[src/rtl/ebr_ram_pkg.sv]
// Shared width helpers and FSM state type for the ebr_ram burst reader.
package ebr_ram_pkg;

  function automatic int ebr_addr_w(input int depth);
    return (depth > 1) ? $clog2(depth) : 1;
  endfunction

  // One extra bit so a length of exactly DEPTH is representable.
  function automatic int ebr_len_w(input int depth);
    return ebr_addr_w(depth) + 1;
  endfunction

  typedef enum logic [1:0] {
    IDLE  = 2'd0,
    ISSUE = 2'd1,
    DRAIN = 2'd2
  } rd_state_e;

endpackage

[src/rtl/ebr_rd_fifo.sv]
// Return-data buffer for the burst reader: small synchronous FIFO whose head
// word is driven straight from storage flops, with occupancy count and flags.
module ebr_rd_fifo #(
  parameter int WIDTH      = 8,
  parameter int FIFO_DEPTH = 4
) (
  input  logic                         i_clock,
  input  logic                         i_reset_n,
  input  logic                         i_wr_en,
  input  logic [WIDTH-1:0]             i_wr_data,
  input  logic                         i_rd_en,
  output logic [WIDTH-1:0]             o_rd_data,
  output logic [$clog2(FIFO_DEPTH):0]  o_count,
  output logic                         o_full,
  output logic                         o_empty
);

  localparam int PTR_W = $clog2(FIFO_DEPTH);
  localparam int CNT_W = PTR_W + 1;

  logic [WIDTH-1:0] mem_q [FIFO_DEPTH];
  logic [PTR_W-1:0] wr_ptr_q, wr_ptr_d;
  logic [PTR_W-1:0] rd_ptr_q, rd_ptr_d;
  logic [CNT_W-1:0] count_q, count_d;
  logic             wr_fire;
  logic             rd_fire;

  assign o_full    = (count_q == CNT_W'(FIFO_DEPTH));
  assign o_empty   = (count_q == '0);
  assign o_count   = count_q;
  assign wr_fire   = i_wr_en && !o_full;
  assign rd_fire   = i_rd_en && !o_empty;
  // Gate the head word so the stream data reads as zero whenever nothing is held.
  assign o_rd_data = o_empty ? '0 : mem_q[rd_ptr_q];

  always_comb begin
    wr_ptr_d = wr_ptr_q;
    rd_ptr_d = rd_ptr_q;
    count_d  = count_q;
    if (wr_fire) begin
      wr_ptr_d = wr_ptr_q + PTR_W'(1);
    end
    if (rd_fire) begin
      rd_ptr_d = rd_ptr_q + PTR_W'(1);
    end
    if (wr_fire && !rd_fire) begin
      count_d = count_q + CNT_W'(1);
    end else if (rd_fire && !wr_fire) begin
      count_d = count_q - CNT_W'(1);
    end
  end

  always_ff @(posedge i_clock or negedge i_reset_n) begin
    if (!i_reset_n) begin
      wr_ptr_q <= '0;
      rd_ptr_q <= '0;
      count_q  <= '0;
    end else begin
      wr_ptr_q <= wr_ptr_d;
      rd_ptr_q <= rd_ptr_d;
      count_q  <= count_d;
    end
  end

  always_ff @(posedge i_clock) begin
    if (wr_fire) begin
      mem_q[wr_ptr_q] <= i_wr_data;
    end
  end

endmodule

[src/rtl/ebr_ram_burst_reader.sv]
// Burst read initiator for ebr_ram: issues sequential read addresses under a
// credit limit and streams the returned words out with a last marker.
module ebr_ram_burst_reader
  import ebr_ram_pkg::*;
#(
  parameter int WIDTH      = 8,
  parameter int DEPTH      = 1024,
  parameter int FIFO_DEPTH = 4
) (
  input  logic                         i_clock,
  input  logic                         i_reset_n,
  input  logic [ebr_addr_w(DEPTH)-1:0] i_cmd_addr,
  input  logic [ebr_len_w(DEPTH)-1:0]  i_cmd_len,
  input  logic                         i_cmd_valid,
  output logic                         o_cmd_ready,
  output logic [ebr_addr_w(DEPTH)-1:0] o_ram_addr,
  output logic                         o_ram_addr_valid,
  input  logic                         i_ram_addr_ready,
  input  logic [WIDTH-1:0]             i_ram_data,
  input  logic                         i_ram_valid,
  output logic                         o_ram_ready,
  output logic [WIDTH-1:0]             o_out_data,
  output logic                         o_out_last,
  output logic                         o_out_valid,
  input  logic                         i_out_ready,
  output logic                         o_busy,
  output logic                         o_done
);

  localparam int ADDR_W = ebr_addr_w(DEPTH);
  localparam int LEN_W  = ebr_len_w(DEPTH);
  localparam int CNT_W  = $clog2(FIFO_DEPTH) + 1;

  rd_state_e         state_q, state_d;
  logic              run_q;
  logic [ADDR_W-1:0] addr_q, addr_d;
  logic [LEN_W-1:0]  remaining_q, remaining_d;
  logic [LEN_W-1:0]  beats_left_q, beats_left_d;
  logic [CNT_W-1:0]  outstanding_q, outstanding_d;
  logic              zero_done_q, zero_done_d;
  logic [CNT_W-1:0]  fifo_count;
  logic [CNT_W-1:0]  credits;
  logic              fifo_full, fifo_empty;
  logic [WIDTH-1:0]  fifo_data;
  logic              addr_hs, beat_ok, pop;

  assign addr_hs = o_ram_addr_valid && i_ram_addr_ready;
  // A beat with nothing outstanding is a protocol error and is not buffered.
  assign beat_ok = i_ram_valid && o_ram_ready && (outstanding_q != '0);
  assign pop     = o_out_valid && i_out_ready;
  assign credits = CNT_W'(FIFO_DEPTH) - outstanding_q - fifo_count;

  // run_q stays low from reset until the first edge so every output reads 0.
  assign o_ram_ready = run_q && !fifo_full;
  assign o_out_valid = !fifo_empty;
  assign o_out_data  = fifo_data;
  assign o_out_last  = o_out_valid && (beats_left_q == LEN_W'(1));
  assign o_ram_addr  = addr_q;
  assign o_busy      = (state_q != IDLE);
  assign o_done      = zero_done_q || ((state_q == DRAIN) && pop && o_out_last);

  ebr_rd_fifo #(
    .WIDTH      (WIDTH),
    .FIFO_DEPTH (FIFO_DEPTH)
  ) u_fifo (
    .i_clock   (i_clock),
    .i_reset_n (i_reset_n),
    .i_wr_en   (beat_ok),
    .i_wr_data (i_ram_data),
    .i_rd_en   (i_out_ready),
    .o_rd_data (fifo_data),
    .o_count   (fifo_count),
    .o_full    (fifo_full),
    .o_empty   (fifo_empty)
  );

  always_comb begin
    state_d          = state_q;
    addr_d           = addr_q;
    remaining_d      = remaining_q;
    beats_left_d     = beats_left_q;
    zero_done_d      = 1'b0;
    o_cmd_ready      = 1'b0;
    o_ram_addr_valid = 1'b0;

    case (state_q)
      IDLE: begin
        o_cmd_ready = run_q;
        if (i_cmd_valid && run_q) begin
          addr_d       = i_cmd_addr;
          remaining_d  = i_cmd_len;
          beats_left_d = i_cmd_len;
          if (i_cmd_len == '0) begin
            zero_done_d = 1'b1;
          end else begin
            state_d = ISSUE;
          end
        end
      end
      ISSUE: begin
        o_ram_addr_valid = (credits != '0);
        if (addr_hs) begin
          addr_d      = addr_q + ADDR_W'(1);
          remaining_d = remaining_q - LEN_W'(1);
          if (remaining_q == LEN_W'(1)) begin
            state_d = DRAIN;
          end
        end
      end
      DRAIN: begin
        if (pop && o_out_last) begin
          state_d = IDLE;
        end
      end
      default: state_d = IDLE;
    endcase

    if (pop && (state_q != IDLE)) begin
      beats_left_d = beats_left_q - LEN_W'(1);
    end
  end

  always_comb begin
    outstanding_d = outstanding_q;
    if (addr_hs && !beat_ok) begin
      outstanding_d = outstanding_q + CNT_W'(1);
    end else if (beat_ok && !addr_hs) begin
      outstanding_d = outstanding_q - CNT_W'(1);
    end
  end

  always_ff @(posedge i_clock or negedge i_reset_n) begin
    if (!i_reset_n) begin
      state_q       <= IDLE;
      run_q         <= 1'b0;
      addr_q        <= '0;
      remaining_q   <= '0;
      beats_left_q  <= '0;
      outstanding_q <= '0;
      zero_done_q   <= 1'b0;
    end else begin
      state_q       <= state_d;
      run_q         <= 1'b1;
      addr_q        <= addr_d;
      remaining_q   <= remaining_d;
      beats_left_q  <= beats_left_d;
      outstanding_q <= outstanding_d;
      zero_done_q   <= zero_done_d;
    end
  end

  a_no_stray_beat: assert property (@(posedge i_clock) disable iff (!i_reset_n)
    !(i_ram_valid && (outstanding_q == '0)));

endmodule

[config.mk]
export PLATFORM = sky130hd
export DESIGN_NAME = ebr_ram_burst_reader
export DESIGN_NICKNAME = d
export VERILOG_FILES = /design/src/rtl/ebr_ram_pkg.sv /design/src/rtl/ebr_rd_fifo.sv /design/src/rtl/ebr_ram_burst_reader.sv
export SDC_FILE = /design/constraint.sdc
export NUM_CORES = 1
export LEC_CHECK = 0
export ABC_AREA = 1
export ABC_CLOCK_PERIOD_IN_PS = 3350
export CAP_MARGIN = 20
export CORE_UTILIZATION = 30
export DETAILED_ROUTE_END_ITERATION = 8
export GPL_TIMING_DRIVEN = 0
export PLACE_DENSITY = 0.53
export SYNTH_ARGS = -nofsm -noshare
export SYNTH_HDL_FRONTEND = slang
export SYNTH_SLANG_ARGS = --single-unit
export TNS_END_PERCENT = 100
[constraint.sdc]
create_clock -name i_clock -period 3.35 [get_ports i_clock]
set_clock_uncertainty 0.05 [all_clocks]
set_input_delay 0.5025 -clock i_clock [delete_from_list [all_inputs] [get_ports i_clock]]
set_output_delay 0.5025 -clock i_clock [all_outputs]
set_load 0.01 [all_outputs]
==> impl_metrics.toml, run 1 <==
[outcome]
outcome = "finished clean"

[sta]
fin_crit_sh_pct = 87.2
rsz0062_at_grt = "false"
tns_ps = 0
period_minus_slack_ps = 2920
max_freq_mhz = 342
setup_viol = 0
worst_slew_pin_slew_ps = 893
fin_hold_ws_ps = 122
hold_violations = 0
setup_slack_ps = 428
relSlewSlack_pct = 40.2
finalMaxSlewViolations = 0

[synth]
synth_top_family_by_area = "simple AND/OR/NAND/NOR gates"
synth_top_flop_cell = "dfrtp_1"
synth_nets = 606
synthAdderAreaFrac_pct = 4.82
muxShareOfSynthArea_pct = 0.252
yosysSeqAreaShare_pct = 47.3
syn_inst = 555
synth_xor_area_share_pct = 2.16
synth-simple-area-share_pct = 28.3
yosysUniqueCellTypes = 44
synth-compound-area-share_pct = 10.3
syn-cell-area_um2 = 4460
avgSynthCellArea_um2 = 8.04
yosysWarnings = 0
synth_edf_count = 32
ys_ff_latch = 78
async_flop_share_pct = 59.0

[layout]
mostFrequentLayoutCell = "nand2_1"
seqCellArea_um2 = 2110
area_growth_pct = 25.7
num_antenna_cells = 0
fin_cells = 815
drive_above_1_share_pct = 9.35
final_core_util_pct = 38.6
multi_input_area_um2 = 2050
fin_area_um2 = 5610
fillCellCount = 1513
final_cell_mix = "nand2_1 (157), nor2_1 (86), clkdlybuf4s50_1 (58)"
nNetsFinal = 677

[global_route]
antenna_found_initial = 0
grt_overflow = 0
grt_usage_pct = 16.0
grt_pass1_wl_um = 18400
grt_start_max_net_pins = 25
grt_pass1_vias = 3765

[power_and_ir_drop]
p_total_mw = 5.21
p_leak_nw = 2.50
power_density_nw_per_um2 = 928
peakVddDrop_mv = 0.367

[setup_path]
worst_setup_path_start_kind = "register"
crit_type = "reg2out"
crit_path_top_delay_cell = "clkdlybuf4s50_1"
cp_data_required_time_ps = 2800
cp_top_family = "buffers and inverters"
end_kind = "output port"
crit_fanout = 4
cp_slowest_stage_delay_ps = 520
crit_arrival_ps = 2370
crit_chain = "ha_1 -> inv_1 -> ha_1 -> inv_1 -> nand2_1 -> nand2_1 -> nand3_1 -> nand3_4 -> nand2_1 -> inv_1 -> clkdlybuf4s50_1"
cp_num_buf_inv = 4

[route]
drtIter0Drc = 328
ant_nets = 0
drc_errors = 0
routedWlPerCell_um = 13.7
via_per_inst = 4.63
num_vias = 3776
dr.pass1.iters = 4
wl_um = 11200

[flow_run]
max-cap-violations = 0

[clocking]
clock_path_buffers = 2
cts_root_buffer = "clkbuf_16"
clk_latency_ps = 330
cts_resized = 0
cts_tree = "yes"
cts.sinks = 78
post_cts_buffers = 0
htreeDepth = 3
hold_buffers = 0
clk_pin_slew_ps = 60
numCtsBuffers = 9

[placed_design]
pre_cts_ws_ps = 673
dpl.cell_count = 799
placed_cell_area_um2 = 5300
io_buffer_count = 59
gp_congestion = 0.873
hpwl_um = 8230

[floorplan]
floorplan.initialDensity_pct = 30.7
die_area_um2 = 15400
io_pins = 60
die_x_um = 124
die_h_um = 124
rows = 44
core_area_um2 = 14500

[hold_path]
min_path_type = "in2async"
[cell families (layout without fill, tap and decap cells)]
group	Yosys count	count (layout)
AO/OA/AOI/OAI	85	85
adder cells (fa/ha/maj)	16	16
buffers and inverters	69	145
XOR/XNOR	11	11
multiplexers	1	1
flip-flops	78	78
AND/OR/NAND/NOR	294	294
other	1	1
[flip-flops by register name, indices dropped and copies added, names as in the netlist]
| name | cells |
|---|---|
| outstanding_q | 3 |
| zero_done_q | 1 |
| remaining_q | 11 |
| u_fifo.mem_q | 32 |
| beats_left_q | 11 |
| u_fifo.o_count | 3 |
| o_ram_addr | 10 |
| run_q | 1 |
| u_fifo.rd_ptr_q | 2 |
| u_fifo.wr_ptr_q | 2 |
| state_q | 2 |
[synth_stat cells, drive strengths merged, types with 3 or more instances]
library cell,instances,area (µm²)
a21oi,24,124
nor2,94,392
edfxtp,32,961
ha,14,175
o21ai,48,240
inv,55,206
buf,12,88.8
nand3,26,160
nand3b,4,30.0
xor2,8,70.1
dfrtp,46,1150
nand2,163,632
xnor2,3,26.3
[worst reg2reg max path: stages, from the launching register on]
cell	delay [ps]
dfrtp_1	430
ha_1	320
inv_1	60
ha_1	180
inv_1	60
nand2_1	60
nand2_1	50
nand3_1	110
nand3_4	110
nand3_2	90
inv_1	60
ha_1	190
inv_1	100
fa_1	420
mux2_2	270
[layer usage]
layer | up-vias | track usage [%] | wire length, µm
met4 | 0 | 4.69 | 70
met5 | - | 0 | 0
met2 | 90 | 27.5 | 5390
met3 | 4 | 4.08 | 567
li1 | 1931 | - | -
met1 | 1751 | 19.8 | 5160
[path summary, 6_finish.rpt]
check,start,cells past startpoint,slack (ps),to
setup reg to reg,outstanding_q[1]$_DFFE_PN0P_,14,690,outstanding_q[1]$_DFFE_PN0P_
max in group asynchronous,i_reset_n,2,2590,u_fifo.rd_ptr_q[0]$_DFFE_PN0P_
setup / recovery,outstanding_q[1]$_DFFE_PN0P_,11,430,o_ram_addr_valid
hold / removal,i_reset_n,1,120,remaining_q[0]$_DFFE_PN0P_
hold reg to reg,beats_left_q[9]$_DFFE_PN0P_,2,450,beats_left_q[9]$_DFFE_PN0P_
min in group i_clock,beats_left_q[9]$_DFFE_PN0P_,2,450,beats_left_q[9]$_DFFE_PN0P_
[power breakdown]
group / total (mW) / leakage (nW) / internal, mW / switching, mW
sequential: 1.62 / 0.848 / 1.32 / 0.307
combinational: 2.56 / 1.51 / 1.07 / 1.50
clock: 1.02 / 0.144 / 0.624 / 0.393
total: 5.21 / 2.50 / 3.01 / 2.19
[cell type report]
class	instances	area share, %
flip-flops and latches	78	37.6
multi-input cells	408	36.5
repair buffers	60	10.8
clock buffers	12	4.59
well taps	184	4.10
inverters	55	3.68
plain buffers	14	1.72
clock inverters	4	0.959
No activity file was read; power rests on OpenSTA's default activity.
==> inputs of run 2 (changes only) <==
- CTS_CLUSTER_DIAMETER: default -> 50
==> results of run 2 <==
Final layout, timing and power as in run 1 (identical DEF).
==> inputs of run 3 (changes only) <==
- CORE_UTILIZATION: 30 -> 36
- PLACE_DENSITY: 0.53 -> 0.6
- SETUP_SLACK_MARGIN: default -> 0.2
==> run 3 against run 2 <==
Fmax is 0.19% lower. Register-to-register slack about the same. Highest routed layer unchanged. First-iteration DRC count down 46%. Setup slack worse by 5.5 ps.
==> impl_metrics.toml, run 3 (synthesis results as in run 1) <==
[route]
ant_nets = 0
dr.pass1.iters = 4
wl_um = 11100
drtIter0Drc = 178
via_per_inst = 4.84
routedWlPerCell_um = 13.9
drc_errors = 0
num_vias = 3866

[global_route]
busiest_layer = "met2"
grt_start_max_net_pins = 30
grt_pass1_vias = 3782
met1_usage_pct = 23.3
grt_pass1_wl_um = 18500
grt_usage_pct = 18.6
use_met2_pct = 30.8
use_met3_pct = 3.70
antenna_found_initial = 0
grt_overflow = 0

[flow_run]
max-cap-violations = 0

[power_and_ir_drop]
pwr-share-comb_pct = 49.8
power_frac_clock_pct = 18.7
power_density_nw_per_um2 = 928
switchingPower_mw = 2.20
p_leak_nw = 2.50
swShare_pct = 42.6
peakVddDrop_mv = 0.400
p_int_mw = 2.97
seq_power_share_pct = 31.5

[layout]
reg.largest.list = "u_fifo.mem_q: 32 flops, beats_left_q: 11 flops, remaining_q: 11 flops"
largest_register = "u_fifo.mem_q"
nNetsFinal = 677
num_antenna_cells = 0
largest_reg_flops = 32
final_cell_mix = "nand2_1 (157), nor2_1 (86), clkdlybuf4s50_1 (58)"
area_growth_pct = 24.7
multi_input_area_um2 = 2050
mostFrequentLayoutCell = "nand2_1"
seqCellArea_um2 = 2110
fillCellCount = 1192
drive_above_1_share_pct = 9.19

[sta]
max_freq_mhz = 342
period_minus_slack_ps = 2930
hold_violations = 0
rsz0062_at_grt = "false"
setup_slack_ps = 422
relSlewSlack_pct = 42.1
setup_viol = 0
fin_crit_sh_pct = 87.4
tns_ps = 0
finalMaxSlewViolations = 0
worst_slew_pin_slew_ps = 865

[setup_path]
worstReg2RegEnd = "outstanding_q[1]$_DFFE_PN0P_"
r2r_start = "outstanding_q[1]$_DFFE_PN0P_"
crit_type = "reg2out"
ff2ff_setup_slack_ps = 700
crit_fanout = 4
worst_r2r_path_depth = 14
worst_setup_path_start_kind = "register"
cp_data_required_time_ps = 2800
end_kind = "output port"
crit_arrival_ps = 2380

[floorplan]
core_area_um2 = 12100
floorplan.initialDensity_pct = 37.0
rows = 40
die_area_um2 = 12900
die_h_um = 113
die_x_um = 113
io_pins = 60

[clocking]
clk_latency_ps = 340
cts_tree = "yes"
hold_buffers = 0
cts_root_buffer = "clkbuf_16"
post_cts_buffers = 0
numCtsBuffers = 9
htreeDepth = 3
cts.sinks = 78
clk_pin_slew_ps = 60
clock_path_buffers = 2
cts_resized = 0

[placed_design]
pre_cts_ws_ps = 697
gp_congestion = 0.899
io_buffer_count = 59
hpwl_um = 7980

[outcome]
outcome = "finished clean"

[hold_path]
min_path_type = "in2async"
==> run 3: worst max path at each step <==
stage | from | to | slack, ps | depth (start not counted)
floorplan | outstanding_q[1]$_DFFE_PN0P_ | outstanding_q[1]$_DFFE_PN0P_ | 890 | 11
global placement | i_reset_n | o_ram_addr[0]$_DFFE_PN0P_ | 340 | 1
detailed placement | outstanding_q[1]$_DFFE_PN0P_ | outstanding_q[1]$_DFFE_PN0P_ | 700 | 14
CTS | outstanding_q[1]$_DFFE_PN0P_ | o_ram_addr_valid | 400 | 11
global route | outstanding_q[1]$_DFFE_PN0P_ | o_ram_addr_valid | 280 | 11
finish | outstanding_q[1]$_DFFE_PN0P_ | o_ram_addr_valid | 420 | 11
==> run 3: cell type report <==
class / instances / share of cell area, %
flip-flops and latches: 78 / 37.9
clock inverters: 4 / 0.877
well taps: 168 / 3.78
inverters: 55 / 3.71
multi-input cells: 408 / 36.8
plain buffers: 14 / 1.73
repair buffers: 60 / 10.9
clock buffers: 12 / 4.25
==> run 3: per-layer routing <==
metal / part of all wire, % / routed length, µm / vias to the layer above
li1: - / - / 1933
met1: 45 / 4990 / 1795
met2: 48 / 5310 / 122
met3: 5.1 / 562 / 16
met4: 2.1 / 228 / 0
met5: 0 / 0 / -
==> run 3: critical path, stage by stage, from the launching register on <==
cell             delay [ps]
dfrtp_1                 420
ha_1                    290
inv_1                    40
ha_1                    220
inv_1                    80
nand2_1                  50
nand2_1                  50
nand3_1                 110
nand3_4                 100
nand2_1                  60
inv_1                    90
clkdlybuf4s50_1         540
==> run 3: power groups by stage <==
stage | logic [mW] | clock network (mW) | registers (mW)
final | 2.57 | 0.966 | 1.63
after global routing | 2.92 | 1.01 | 1.68
after CTS | 2.60 | 0.983 | 1.63
after detailed placement | 2.58 | 0 | 1.64
after global placement | 2.52 | 0 | 1.63
after floorplan | 1.74 | 0 | 1.59
==> run 3: stage by stage <==
stage | cell area (µm²) | std cells | utilization, % | hold slack [ps] | power, mW
2_1_floorplan | 4460 | 555 | - | 157 | 3.32
3_3_place_gp | 5270 | 782 | 43.7 | 452 | 4.15
3_5_place_dp | 5280 | 783 | 43.8 | 426 | 4.22
4_1_cts | 5570 | 799 | 46.1 | 61.8 | 5.21
5_1_grt | 5570 | 799 | 46.1 | 89.2 | 5.61
6_report | 5570 | 799 | 46.1 | 52.8 | 5.17
